### src/rtl/cga_text_serializer.sv
// -----------------------------------------------------------------------------
// cga_text_serializer
//
// CGA text-mode pixel path sitting behind the 6845 CRTC. Each character slot
// the CRTC address/scanline/enable/cursor/sync values are captured (stage A),
// the char/attr word is fetched from VRAM over a req/ack handshake and the font
// row is read from a synchronous font ROM. On the next character strobe the
// row is moved into the display stage (stage B) and shifted out MSB first as
// 4-bit colour indices, with enable and syncs delayed by the same amount.
//
// Ports:
//   clk, rst_n       clock, asynchronous active-low reset
//   pix_ce_i         one pulse per pixel
//   char_ce_i        character strobe, coincides with the last pix_ce of a slot
//   mem_addr_i       CRTC character address (14b)
//   row_addr_i       CRTC scanline within the text row (5b)
//   de_in_i          CRTC display enable
//   cursor_in_i      CRTC cursor
//   hsync_in_i       CRTC hsync
//   vsync_in_i       CRTC vsync (also clocks the blink counter)
//   blink_en_i       1: attr[7] blinks, 0: attr[7] is background intensity
//   clr_late_i       clears the sticky vram_late flag
//   vram_req_o       VRAM read request, held until ack
//   vram_addr_o      VRAM word address (latched mem_addr)
//   vram_ack_i       one-cycle ack, vram_data_i valid with it
//   vram_data_i      [7:0] character code, [15:8] attribute
//   font_addr_o      {char, row[FONT_H_BITS-1:0]} to the font ROM
//   font_data_i      font row, MSB = leftmost pixel
//   pixel_o          colour index
//   de_out_o         delayed display enable
//   hsync_out_o      delayed hsync
//   vsync_out_o      delayed vsync
//   vram_late_o      sticky flag: a displayed slot was not fetched in time
// -----------------------------------------------------------------------------
module cga_text_serializer #(
    parameter int FONT_LAT    = 1,
    parameter int FONT_H_BITS = 3
) (
    input  logic                     clk,
    input  logic                     rst_n,
    input  logic                     pix_ce_i,
    input  logic                     char_ce_i,
    input  logic [13:0]              mem_addr_i,
    input  logic [4:0]               row_addr_i,
    input  logic                     de_in_i,
    input  logic                     cursor_in_i,
    input  logic                     hsync_in_i,
    input  logic                     vsync_in_i,
    input  logic                     blink_en_i,
    input  logic                     clr_late_i,
    output logic                     vram_req_o,
    output logic [13:0]              vram_addr_o,
    input  logic                     vram_ack_i,
    input  logic [15:0]              vram_data_i,
    output logic [8+FONT_H_BITS-1:0] font_addr_o,
    input  logic [7:0]               font_data_i,
    output logic [3:0]               pixel_o,
    output logic                     de_out_o,
    output logic                     hsync_out_o,
    output logic                     vsync_out_o,
    output logic                     vram_late_o
);

    typedef enum logic [1:0] {
        FETCH_IDLE,
        FETCH_REQ,
        FETCH_FONT,
        FETCH_DONE
    } fetchState_e;

    localparam logic [1:0] LAT_LAST = 2'(FONT_LAT);

    fetchState_e state_q, state_d;
    logic [1:0]  latCnt_q, latCnt_d;

    logic [13:0]            aAddr_q;
    logic [FONT_H_BITS-1:0] aRow_q;
    logic                   aDe_q, aCursor_q, aHsync_q, aVsync_q;
    logic [7:0]             aAttr_q;
    logic [7:0]             fontRow_q;
    logic [8+FONT_H_BITS-1:0] fontAddr_q;

    logic [7:0] shift_q;
    logic [7:0] bAttr_q;
    logic       bCursor_q, bDe_q, bHsync_q, bVsync_q;

    logic [3:0] pixel_q, pixel_d;
    logic       deOut_q, hsOut_q, vsOut_q;
    logic       late_q;
    logic [4:0] blinkCnt_q;
    logic       vsPrev_q;

    logic       fontReady, ackTake, fontTake, lateSet;
    logic [7:0] loadRow, loadAttr;
    logic       hide, pixBit;
    logic [3:0] fg, bg;

    // Only the low scanline bits address the font; the rest are deliberately dropped.
    logic unusedRowBits;
    assign unusedRowBits = ^row_addr_i[4:FONT_H_BITS];

    // Fetch sequencer. A character strobe always restarts the fetch for the slot
    // just sampled, abandoning anything still outstanding. The font row counts as
    // ready in the exact cycle it is latched, so a fetch that just meets its
    // budget is not reported late.
    always_comb begin
        state_d   = state_q;
        latCnt_d  = latCnt_q;
        ackTake   = 1'b0;
        fontTake  = 1'b0;
        fontReady = (state_q == FETCH_DONE) ||
                    ((state_q == FETCH_FONT) && (latCnt_q == LAT_LAST));
        if (char_ce_i) begin
            state_d  = de_in_i ? FETCH_REQ : FETCH_IDLE;
            latCnt_d = 2'd0;
        end else begin
            case (state_q)
                FETCH_REQ: begin
                    if (vram_ack_i) begin
                        state_d  = FETCH_FONT;
                        latCnt_d = 2'd0;
                        ackTake  = 1'b1;
                    end
                end
                FETCH_FONT: begin
                    if (latCnt_q == LAT_LAST) begin
                        state_d  = FETCH_DONE;
                        fontTake = 1'b1;
                    end else begin
                        latCnt_d = latCnt_q + 2'd1;
                    end
                end
                default: ;
            endcase
        end
        lateSet  = char_ce_i && aDe_q && !fontReady;
        loadRow  = 8'h00;
        loadAttr = 8'h00;
        if (aDe_q && fontReady) begin
            loadRow  = (state_q == FETCH_DONE) ? fontRow_q : font_data_i;
            loadAttr = aAttr_q;
        end
    end

    // Stage A registers: CRTC sample, fetch state, attribute and font row.
    always_ff @(posedge clk or negedge rst_n) begin
        if (!rst_n) begin
            state_q    <= FETCH_IDLE;
            latCnt_q   <= 2'd0;
            aAddr_q    <= '0;
            aRow_q     <= '0;
            aDe_q      <= 1'b0;
            aCursor_q  <= 1'b0;
            aHsync_q   <= 1'b0;
            aVsync_q   <= 1'b0;
            aAttr_q    <= 8'h00;
            fontAddr_q <= '0;
            fontRow_q  <= 8'h00;
        end else begin
            state_q  <= state_d;
            latCnt_q <= latCnt_d;
            if (char_ce_i) begin
                aAddr_q   <= mem_addr_i;
                aRow_q    <= row_addr_i[FONT_H_BITS-1:0];
                aDe_q     <= de_in_i;
                aCursor_q <= cursor_in_i;
                aHsync_q  <= hsync_in_i;
                aVsync_q  <= vsync_in_i;
            end
            if (ackTake) begin
                aAttr_q    <= vram_data_i[15:8];
                fontAddr_q <= {vram_data_i[7:0], aRow_q};
            end
            if (fontTake) begin
                fontRow_q <= font_data_i;
            end
        end
    end

    // Stage B: load on the character strobe, otherwise shift one pixel per pix_ce.
    always_ff @(posedge clk or negedge rst_n) begin
        if (!rst_n) begin
            shift_q   <= 8'h00;
            bAttr_q   <= 8'h00;
            bCursor_q <= 1'b0;
            bDe_q     <= 1'b0;
            bHsync_q  <= 1'b0;
            bVsync_q  <= 1'b0;
        end else if (char_ce_i) begin
            shift_q   <= loadRow;
            bAttr_q   <= loadAttr;
            bCursor_q <= aCursor_q;
            bDe_q     <= aDe_q;
            bHsync_q  <= aHsync_q;
            bVsync_q  <= aVsync_q;
        end else if (pix_ce_i) begin
            shift_q <= {shift_q[6:0], 1'b0};
        end
    end

    // Colour lookup. A blinking character is hidden during the first half of the
    // blink period, but the cursor still shows through.
    always_comb begin
        hide    = blink_en_i && bAttr_q[7] && !blinkCnt_q[4];
        pixBit  = (shift_q[7] && !hide) || bCursor_q;
        fg      = bAttr_q[3:0];
        bg      = {bAttr_q[7] & ~blink_en_i, bAttr_q[6:4]};
        pixel_d = 4'h0;
        if (bDe_q) begin
            pixel_d = pixBit ? fg : bg;
        end
    end

    // Output register; enable and syncs travel with the pixel.
    always_ff @(posedge clk or negedge rst_n) begin
        if (!rst_n) begin
            pixel_q <= 4'h0;
            deOut_q <= 1'b0;
            hsOut_q <= 1'b0;
            vsOut_q <= 1'b0;
        end else if (pix_ce_i) begin
            pixel_q <= pixel_d;
            deOut_q <= bDe_q;
            hsOut_q <= bHsync_q;
            vsOut_q <= bVsync_q;
        end
    end

    // Sticky late flag (a new overrun beats a clear) and the vsync blink counter.
    always_ff @(posedge clk or negedge rst_n) begin
        if (!rst_n) begin
            late_q     <= 1'b0;
            blinkCnt_q <= 5'd0;
            vsPrev_q   <= 1'b0;
        end else begin
            if (lateSet) begin
                late_q <= 1'b1;
            end else if (clr_late_i) begin
                late_q <= 1'b0;
            end
            vsPrev_q <= vsync_in_i;
            if (vsync_in_i && !vsPrev_q) begin
                blinkCnt_q <= blinkCnt_q + 5'd1;
            end
        end
    end

    assign vram_req_o  = (state_q == FETCH_REQ);
    assign vram_addr_o = aAddr_q;
    assign font_addr_o = fontAddr_q;
    assign pixel_o     = pixel_q;
    assign de_out_o    = deOut_q;
    assign hsync_out_o = hsOut_q;
    assign vsync_out_o = vsOut_q;
    assign vram_late_o = late_q;

endmodule

### config.mk
export PLATFORM = sky130hd
export DESIGN_NAME = cga_text_serializer
export DESIGN_NICKNAME = d
export VERILOG_FILES = /design/src/rtl/cga_text_serializer.sv
export SDC_FILE = /design/constraint.sdc
export NUM_CORES = 1
export LEC_CHECK = 0
export ABC_AREA = 1
export BUFFER_PORTS_ARGS = -buffer_cell sky130_fd_sc_hd__buf_2
export CAP_MARGIN = 30
export CORE_ASPECT_RATIO = 0.6
export CORE_MARGIN = 2
export CORE_UTILIZATION = 53
export DETAILED_ROUTE_END_ITERATION = 16
export GPL_TIMING_DRIVEN = 0
export PLACE_DENSITY = 0.9
export SYNTH_ARGS = -nofsm -noshare
export SYNTH_HDL_FRONTEND = slang
export SYNTH_SLANG_ARGS = --single-unit
export TNS_END_PERCENT = 30
### constraint.sdc
create_clock -name clk -period 1.8 [get_ports clk]
set_input_delay 0.45 -clock clk [delete_from_list [all_inputs] [get_ports clk]]
set_output_delay 0.45 -clock clk [all_outputs]
set_load 0.05 [all_outputs]
# Yosys cells after proc, flatten, opt, wreduce, memory -nomap -nowiden
# Cells that the tools add are included.
dict set report classes {
  n_eq_ne 7
  reduce_logical 19
  bitwise 2
  n_addsub 2
  muxes 24
}
# op count
set op_table {}
lappend op_table {{2-to-1 mux 8 bit} 5}
lappend op_table {{2-to-1 mux 2 bit} 6}
lappend op_table {{2-to-1 mux 1 bit} 9}
lappend op_table {{logical AND 1 bit} 8}
lappend op_table {{2-to-1 mux 4 bit} 2}
lappend op_table {{one-hot mux 2 bit (2 select lines)} 2}
lappend op_table {{!= test 3 x 2 -> 1 bit (second input constant)} 2}
lappend op_table {{AND reduction 3 bit} 2}
lappend op_table {{adder 5 x 1 -> 5 bit (second input constant)} 1}
lappend op_table {{equality test 2 x 1 -> 1 bit (second input constant)} 2}
lappend op_table {{equality test 2 bit (second input constant)} 2}
lappend op_table {{zero test 1 bit} 4}
lappend op_table {{nonzero test 2 bit} 2}
lappend op_table {{!= test 3 bit (second input constant)} 1}
lappend op_table {{nonzero test 3 bit} 1}
lappend op_table {{adder 2 x 1 -> 2 bit (second input constant)} 1}
lappend op_table {{logical OR 1 bit} 2}
lappend op_table {{bitwise AND 1 bit} 1}
lappend op_table {{inverter 1 bit} 1}
dict set report totals {
  reg_bits 86
}

# Logic depth before layout (Yosys ltp)
# Gate-level depths: netlist of run 1.
dict set report logic_depth {
  word_depth 7
  mapped_depth 8
  mapped_depth_nobuf 8
}

# Worst setup path after synthesis of run 1
# No wires, ideal clock.
dict set report synth_path {
  kind {register to register}
  start {register state_q[1]}
  end {register aAttr_q[0]}
  arrival_time_ps 1519
  stages_incl_launch_ff 8
  slack_ps 160
  required_ps 1680
  cell_sequence {dfrtp_1 -> nor2_2 -> nand2_2 -> inv_4 -> nand2_4 -> buf_4 -> nor2_1 -> a21oi_1}
}
dict set report synth_via {
  elab_chain_cells 3
}
# element line_no
set synth_lines {}
lappend synth_lines {{start, declared} 73} ;# fetchState_e state_q, state_d;
lappend synth_lines {{start signal, assigned} 160} ;# state_q <= state_d;
lappend synth_lines {{equality test 2 x 1 -> 1 bit} -}
lappend synth_lines {{via vram_req_o} 51} ;# output logic vram_req_o,
lappend synth_lines {{2-to-1 mux 1 bit} 117} ;# case (state_q)
lappend synth_lines {{2-to-1 mux 1 bit} 113} ;# if (char_ce_i) begin
lappend synth_lines {{end signal, assigned} 171} ;# aAttr_q <= vram_data_i[15:8];
lappend synth_lines {{end, declared} 79} ;# logic [7:0] aAttr_q;
# The timed path passes the listed nets, and every way through them passes these cells.
# A chain may end at the register's enable or synchronous reset.

# Worst setup path after layout of run 1
dict set report layout_path {
  start {register state_q[1]}
  end {output vram_req_o}
}
dict set report layout_via {
  elab_chain_cells 1
}
# element line_no
set layout_lines {}
lappend layout_lines {{equality test 2 x 1 -> 1 bit} 248} ;# assign vram_req_o = (state_q == FETCH_REQ);
lappend layout_lines {{end, declared} 51}
# No other way between the ends.

==> flow_metrics.tcl, run 1 <==
set metrics [dict create \
    rows 23 \
    grt_pass1_wl_um 13200 \
    setup_slack_ns 0.0690 \
    synthCells 412 \
    drc 0 \
    grtUsageTotal_pct 23.4 \
    fp.dieH_um 67.8 \
    port_buffers 85 \
    grt-ovfl-total 0 \
    drive_above_1_share_pct 24.1 \
    internal_power_mw 4.15 \
    viasPerCell 5.07 \
    p_comb_share_pct 30.5 \
    finClkSkew_ns 0.00747 \
    synth_area_per_cell_um2 8.73 \
    avgRoutedWirePerCell_um 13.6 \
    chipWidth_um 110 \
    initial_core_util_pct 54.3 \
    grt_start_max_net_pins 76 \
    ant_nets 0 \
    switching_share_pct 37.7 \
    yosysSeqAreaShare_pct 59.8 \
    area_growth_pct 24.7 \
    maxSlewHeadroom_pct 62.1 \
    p_total_mw 6.66 \
    grt_pass1_vias 2923 \
    fin_area_um2 4490 \
    cts-htree-levels 3 \
    clkTransAtPathRegs_ns 0.06 \
    post-route-period-util_pct 96.2 \
    critPathMaxFanout 7 \
    drt-pass1-iter-count 6 \
    dpl.hpwl_um 5840 \
    yosysUniqueCellTypes 26 \
    vdd_ir_drop_max_mv 1.27 \
    yosys_warnings 0 \
    post_cts_buffers 0 \
    cts_root_buffer "clkbuf_16" \
    vias 3055 \
    worstSetupPathType "reg -> out" \
    pre_cts_ws_ns 0.246 \
    totalWireLength_um 8200 \
    power_density_nw_per_um2 1480 \
    coreArea_um2 6620 \
    power.leakage_nw 2.52 \
    cts_tree "built" \
    min_path_type "in -> reg" \
    antenna_cells 0 \
    gp_congestion 0.819 \
    period_needed_ns 1.73 \
    p_sw_mw 2.51 \
    clkLatencyLatePin_ns 0.33 \
    status "complete, no violations" \
    clkPwrFrac_pct 28.6 \
    synthesis.area_um2 3600 \
    clk_path_buf_depth 2 \
    drt_iter0_markers 194 \
    ys_ff_latch 86 \
    required_ns 1.35 \
    end_kind "primary output" \
    cts_resized 0 \
    tightest_slew_ns 0.569 \
    p_seq_share_pct 40.9 \
    cts_buffers 9 \
    slew_viol_final 0 \
    clock-sinks 86 \
    dieArea_um2 7480 \
    num-nets-final 566 \
    crit_arrival_ns 1.28 \
    rsz0062_at_grt "false" \
    antenna_found_initial 0 \
    cts.hold.buffers_added 1 \
    setup_viol 0 \
    finalHoldViolCount 0 \
    drv_cap 0 \
    fmax_ghz 0.578 \
    pin_count 88 \
    start_kind "register" \
    placed_area_um2 4160 \
    syn_nets 468 \
]
path summary, 6_finish.rpt:
| kind | startpoint | end | slack (ns) | cells after the start |
|---|---|---|---|---|
| setup / recovery | state_q[1] | vram_req_o | 0.07 | 2 |
| hold / removal | vsync_in_i | vsPrev_q | 0.25 | 1 |
| setup reg to reg | latCnt_q[1] | shift_q[5] | 0.22 | 8 |
| hold reg to reg | vsync_out_o | vsync_out_o | 0.46 | 2 |
| max in group asynchronous | rst_n | shift_q[1] | 0.70 | 3 |
| min in group asynchronous | rst_n | pixel_o[3] | 0.50 | 2 |
state kept, by name, indices dropped and copies added, names as in the netlist, 3 cells and up:
register and flops:
fontRow_q 8, aAttr_q 8, font_addr_o 11, bAttr_q 8
blinkCnt_q 5, shift_q 8, pixel_o 4, vram_addr_o 14
aRow_q 3
synth_stat cells:
cell      count  area share [%]
dfrtp_1      86              60
buf_6         3            0.94
clkbuf_1      4            0.42
mux2_2        1            0.31
xor2_1        3            0.73
nand2_4       1            0.31
a21oi_1      19             2.6
nor3_1        1            0.14
or2_0         1            0.17
o21ai_1       3            0.42
xnor2_1       1            0.24
nand2_2       4            0.70
nor2_1       23             2.4
buf_2         6            0.83
nand3_1      27             3.8
nor2_2        2            0.35
inv_4         1            0.17
inv_1        38             4.0
inv_2         2            0.21
buf_4         1            0.21
ha_1          2            0.70
nor2_4        1            0.31
o21ai_0      18             2.5
nand2_1     155              16
nand4_1       1            0.17
o22ai_1       8             1.4
metal layers:
layer	vias to the layer above	wire length [um]	track usage [%]
met1	1447	3730	32.0
met5	-	0	0
met2	112	3800	37.0
li1	1481	-	-
met4	0	122	5.47
met3	15	561	7.33
placed cells by master, fill, tap and decap left out, drive strengths merged:
cell and count:
xnor2 1, dlygate4sd3 1, nand4 1, bufinv 1, o22ai 8, xor2 3
o21ai 21, nand2 160, or2 1, dfrtp 86, buf 96, clkbuf 14
ha 2, inv 44, nor3 1, nand3 27, clkinv 2, mux2 1
nor2 26, a21oi 19
power by group through the flow:
stage                     Clock [mW]  Sequential [mW]  Combinational (mW)
final                           1.90             2.73                2.03
after global placement             0             2.73                1.94
after global routing            2.03             2.78                2.23
after detailed placement           0             2.74                2.03
after floorplan                    0             3.32               0.888
after CTS                       1.94             2.72                2.05
metrics by stage:
step	std cells	hold slack [ns]	TNS (ns)	utilization, %
after floorplan	412	0.154	0	-
after global placement	584	0.449	-31.53	62.4
after detailed placement	585	0.307	0	62.9
after CTS	602	0.241	0	67.8
after global routing	602	0.236	0	67.8
final	602	0.246	0	67.8
final cells by class:
type,count,area (um^2)
clock inverter,6,76.3
sequential,86,2150
inverter,41,156
tap,87,109
clock buffer,10,239
multi-input combinational,271,1200
timing repair buffer,87,465
fill,530,2130
buffer,14,86.3
kinds of logic (layout without fill, tap and decap cells):
logic type,count (synthesis),count (layout),synth area share (%)
fa+ha+maj,2,2,0.696
flops,86,86,59.8
buf+inv,55,158,6.75
xor+xnor,4,4,0.974
mux,1,1,0.313
simple gates,216,216,24.5
compound gates,48,48,6.96
worst max-delay path, cell delays in order (launching register included):
cell and delay [ns]:
dfrtp_1 0.47, nor2_2 0.19, buf_2 0.29
(Power assumes the default switching activity.)
==> inputs of run 2 (changes only) <==
- BUFFER_PORTS_ARGS: -buffer_cell sky130_fd_sc_hd__buf_2 -> unset
- CORE_UTILIZATION: 53 -> 61
- DONT_BUFFER_PORTS: unset -> 1
- PLACE_DENSITY: 0.9 -> 0.88
- RECOVER_POWER: unset -> 100
==> run 2 against run 1 <==
  * The flow now finishes with violations (negative hold slack)
  * Routed wire length down 11%
  * Final area down 14%
  * Non-clock buffer count down 87
  * Critical path type is now reg -> reg
==> flow_metrics.tcl, run 2 (synthesized netlist as in run 1, its figures left out) <==
set metrics [dict create \
    critical_path.cell_chain "nor2_4, nand2_2, inv_4, nand2_4, clkbuf_2, nand2_1, o21ai_1" \
    period_needed_ns 1.65 \
    drv_cap 0 \
    post_cts_buffers 0 \
    fmax_ghz 0.604 \
    clk_path_buf_depth 2 \
    required_ns 2.03 \
    maxSlewHeadroom_pct 60.9 \
    tightest_slew_ns 0.587 \
    p_sw_mw 2.28 \
    min_path_type "in -> async" \
    switching_share_pct 40.2 \
    vdd_ir_drop_max_mv 0.936 \
    p_seq_share_pct 59.4 \
    antenna_cells 0 \
    port_buffers 0 \
    internal_power_mw 3.39 \
    path_buf_inv 2 \
    finClkSkew_ns 0.00700 \
    clkPwrFrac_pct 21.8 \
    clkTransAtPathRegs_ns 0.08 \
    totalWireLength_um 7300 \
    slew_viol_final 0 \
    cts-htree-levels 3 \
    worstSetupPathType "reg -> reg" \
    power_density_nw_per_um2 1470 \
    mostFrequentLayoutCells "157 x nand2_1, 86 x dfrtp_1, 39 x inv_1" \
    p_comb_share_pct 18.8 \
    cts_root_buffer "clkbuf_8" \
    pre_cts_ws_ns -0.0415 \
    gp_congestion 0.808 \
    clock-sinks 86 \
    power.leakage_nw 2.07 \
    drt-pass1-iter-count 5 \
    finalHoldViolCount 86 \
    drive_above_1_share_pct 7.24 \
    drt_iter0_markers 151 \
    critPathMaxStageDelay_ns 0.49 \
    rsz0062_at_grt "false" \
    drc 0 \
    initial_core_util_pct 64.0 \
    rows 21 \
    grtUsageTotal_pct 25.0 \
    pin_count 88 \
    cp_top_family "simple AND/OR/NAND/NOR gates" \
    cts_tree "built" \
    chipWidth_um 103 \
    antenna_found_initial 0 \
    dieArea_um2 6550 \
    setup_viol 0 \
    grt-ovfl-total 0 \
    cts_buffers 9 \
    clkLatencyLatePin_ns 0.35 \
    violations "negative hold slack" \
    status "finished with violations" \
    largest_reg_flops 14 \
    end_kind "register" \
    ant_nets 0 \
    whs_ns -0.212 \
    grt_pass1_vias 2763 \
    vias 2669 \
    start_kind "register" \
    avgRoutedWirePerCell_um 14.4 \
    grt_pass1_wl_um 12500 \
    p_total_mw 5.67 \
    grt_start_max_net_pins 87 \
    area_growth_pct 7.27 \
    viasPerCell 5.25 \
    critPathMaxFanout 10 \
    coreArea_um2 5620 \
    cp_slowest_cell "dfrtp_1" \
    setup_slack_ns 0.145 \
    fp.dieH_um 63.5 \
    final_common_cell "nand2_1" \
    crit_arrival_ns 1.89 \
    dpl.hpwl_um 5360 \
    num-nets-final 479 \
    post-route-period-util_pct 91.9 \
]
run 2: cell types whose count changed in the layout (fill, tap and decap cells not counted), moves of 3 or more:
cell,delta
clkbuf_16,-9
clkbuf_1,+3
buf_2,-87
clkbuf_8,+10
run 2: timing repair:
action | CTS | global route
endpoints found under the hold margin | 86 | 86
resized for setup | 1 | 0
setup endpoints to repair | 11 | 0
run 2: per-stage QoR:
stage | hold slack, ns | util (%) | TNS [ns] | cell area, um^2 | std cells
2_1_floorplan | 0.154 | - | 0 | 3600 | 412
3_3_place_gp | 0.157 | 65.8 | 0 | 3700 | 492
3_5_place_dp | 0.157 | 65.8 | -0.126 | 3700 | 492
4_1_cts | -0.230 | 69.1 | 0 | 3890 | 508
5_1_grt | -0.246 | 68.6 | 0 | 3860 | 508
6_report | -0.212 | 68.6 | 0 | 3860 | 508
run 2: path summary, 6_finish.rpt:
path / startpoint / depth (start not counted) / end / slack (ns)
max reg2reg: state_q[1] / 7 / font_addr_o[2] / 0.15
min reg2reg: bVsync_q / 2 / bVsync_q / 0.48
max: state_q[1] / 7 / font_addr_o[2] / 0.15
min in group clk: vsync_in_i / 0 / vsPrev_q / 0.12
min: rst_n / 0 / blinkCnt_q[2] / -0.21
max in group asynchronous: rst_n / 0 / vram_addr_o[13] / 1.86
run 2: layout make-up:
type / instances / area [um^2]
Buffer: 14 / 70.1
Clock inverter: 5 / 33.8
Tap cell: 80 / 100
Fill cell: 455 / 1760
Clock buffer: 11 / 151
Inverter: 41 / 156
Sequential cell: 86 / 2150
Multi-Input combinational cell: 271 / 1190
run 2: power groups by stage:
stage | Sequential (mW) | Clock, mW | Combinational, mW
global placement | 3.38 | 0 | 1.01
CTS | 3.37 | 1.26 | 1.10
floorplan | 3.32 | 0 | 0.888
global route | 3.42 | 1.35 | 1.25
detailed placement | 3.40 | 0 | 1.09
finish | 3.37 | 1.24 | 1.07
run 2: metal layers:
| layer | up-vias | global-route usage, % | wire [um] | part of all wire (%) |
|---|---|---|---|---|
| met4 | 0 | 6.41 | 34 | 0.47 |
| met1 | 1272 | 33.8 | 3200 | 44 |
| met2 | 81 | 37.3 | 3380 | 46 |
| met3 | 6 | 10.8 | 684 | 9.4 |
| met5 | - | 0 | 0 | 0 |
| li1 | 1310 | - | - | - |
==> inputs of run 3 (changes only) <==
- CTS_BUF_LIST: unset -> sky130_fd_sc_hd__clkbuf_2
- TNS_END_PERCENT: 30 -> unset
==> run 3 against run 2 <==
  * The flow still finishes with violations (negative hold slack)
  * Maximum frequency shrank 6.4%
  * Register-to-register slack lost 0.03 ns
  * Via count grew 3.1%
  * Critical path depth shrank 5
  * Clock-buffer cell count shrank 2
  * Clock power shrank 36%
  * Hold slack lost 0.19 ns
  * Die area is the same
  * Worst setup slack lost 0.11 ns
  * Largest cell class unchanged
==> flow_metrics.tcl, run 3 (synthesized netlist as in run 1, its figures left out) <==
set metrics [dict create \
    drt-pass1-iter-count 4 \
    fin_area_um2 3940 \
    chipWidth_um 103 \
    gp_congestion 0.808 \
    crit_arrival_ns 1.32 \
    rsz0062_at_grt "true" \
    whs_ns -0.399 \
    critPathMaxStageDelay_ns 0.43 \
    vias 2751 \
    end_kind "primary output" \
    clkPwrFrac_pct 15.0 \
    dieArea_um2 6550 \
    cts_root_buffer "clkbuf_2" \
    num-nets-final 497 \
    start_kind "register" \
    largest_reg_flops 14 \
    cp_top_family "flip-flops" \
    maxSlewHeadroom_pct 62.4 \
    cp_slowest_cell "dfrtp_1" \
    avgRoutedWirePerCell_um 14.5 \
    wl_met1_um 3310 \
    drv_cap 0 \
    violations "negative hold slack" \
    wl_met2_um 3630 \
    drc 0 \
    ff2ff_path_depth 8 \
    slew_viol_final 0 \
    period_needed_ns 1.77 \
    placed_area_um2 3700 \
    wl_met3_um 636 \
    fp.dieH_um 63.5 \
    final_common_cell "nand2_1" \
    clkLatencyLatePin_ns 0.50 \
    cts_buffers 9 \
    area_growth_pct 9.63 \
    placed_cells 492 \
    clkTransAtPathRegs_ns 0.22 \
    grt_start_max_net_pins 87 \
    viasPerCell 5.23 \
    switching_share_pct 42.7 \
    mostFrequentLayoutCells "156 x nand2_1, 85 x dfrtp_1, 38 x inv_1" \
    path_buf_inv 1 \
    drt_iter0_markers 120 \
    fin_cells 526 \
    critPathMaxFanout 2 \
    port_buffers 0 \
    worstSetupPathType "reg -> out" \
    rows 21 \
    power.leakage_nw 2.12 \
    drive_above_1_share_pct 8.07 \
    setup_slack_ns 0.0325 \
    finClkSkew_ns 0.0129 \
    critical_path.cell_chain "inv_2, nor2_4" \
    internal_power_mw 3.03 \
    power_density_nw_per_um2 1340 \
    cts-htree-levels 3 \
    grt_pass1_wl_um 12600 \
    setup_viol 0 \
    clk_path_buf_depth 2 \
    finalHoldViolCount 86 \
    p_total_mw 5.29 \
    grt-ovfl-total 0 \
    grtUsageTotal_pct 25.2 \
    fmax_ghz 0.566 \
    vdd_ir_drop_max_mv 0.992 \
    p_sw_mw 2.26 \
    cts_tree "built" \
    post-route-period-util_pct 98.2 \
    p_seq_share_pct 63.1 \
    status "finished with violations" \
    pin_count 88 \
    coreArea_um2 5620 \
    totalWireLength_um 7630 \
    p_comb_share_pct 21.8 \
    tightest_slew_ns 0.564 \
    antenna_found_initial 0 \
    initial_core_util_pct 64.0 \
    required_ns 1.35 \
    path_depth 2 \
    ant_nets 0 \
    pre_cts_ws_ns -0.0415 \
    top_layer_used "met4" \
    clock-sinks 86 \
    grt_pass1_vias 2812 \
    antenna_cells 0 \
    dpl.hpwl_um 5360 \
    min_path_type "in -> async" \
]
## run 3: worst register-to-register path, cell delays in order (launching register included)
cell and delay (ns):
dfrtp_1 0.42, inv_1 0.06, ha_1 0.23, nor2_1 0.06, nor2_1 0.25, nand2_2 0.23
inv_2 0.16, nand2_1 0.07, a21oi_1 0.13
## run 3: path summary, 6_finish.rpt
| check | to | from | slack, ns |
|---|---|---|---|
| worst min register to register | blinkCnt_q[4] | blinkCnt_q[4] | 0.50 |
| worst min-delay path | blinkCnt_q[2] | rst_n | -0.40 |
| worst max-delay path | vram_req_o | state_q[0] | 0.03 |
| worst max register to register | shift_q[1] | latCnt_q[1] | 0.12 |
| min in group clk | vram_addr_o[4] | mem_addr_i[4] | 0.04 |
| max in group asynchronous | shift_q[1] | rst_n | 2.08 |
## run 3: area by class of cell
| class | instances | area [um^2] |
|---|---|---|
| Sequential cell | 86 | 2150 |
| Fill cell | 445 | 1680 |
| Multi-Input combinational cell | 271 | 1190 |
| Timing Repair Buffer | 18 | 173 |
| Inverter | 41 | 156 |
| Tap cell | 80 | 100 |
| Buffer | 14 | 80.1 |
| Clock buffer | 9 | 45.0 |
| Clock inverter | 7 | 41.3 |
## run 3: routing by layer
layer	vias to the layer above	GRT usage, %
met5	-	0
met2	88	38.2
met1	1310	34.1
li1	1345	-
met3	8	8.77
met4	0	8.39
## run 3: power groups by stage
| stage | Combinational [mW] | Clock [mW] | Sequential, mW |
|---|---|---|---|
| global route | 1.35 | 0.899 | 3.40 |
| CTS | 1.16 | 0.815 | 3.34 |
| global placement | 1.01 | 0 | 3.38 |
| finish | 1.16 | 0.797 | 3.34 |
| detailed placement | 1.09 | 0 | 3.40 |
| floorplan | 0.888 | 0 | 3.32 |
## run 3: metrics by stage
step           utilization [%]  TNS, ns
4_1_cts                   68.4        0
3_3_place_gp              65.8        0
2_1_floorplan                -        0
3_5_place_dp              65.8   -0.126
6_report                  70.1        0
5_1_grt                   70.1   -0.218
## run 3: timing repair
action | 4_1_cts | 5_1_grt
pin swaps | 1 | 0
setup buffers | 2 | 0
resized for setup | 2 | 0
setup endpoints to repair | 12 | 1
hold buffers | 4 | 12
hold endpoints to repair | 90 | 99
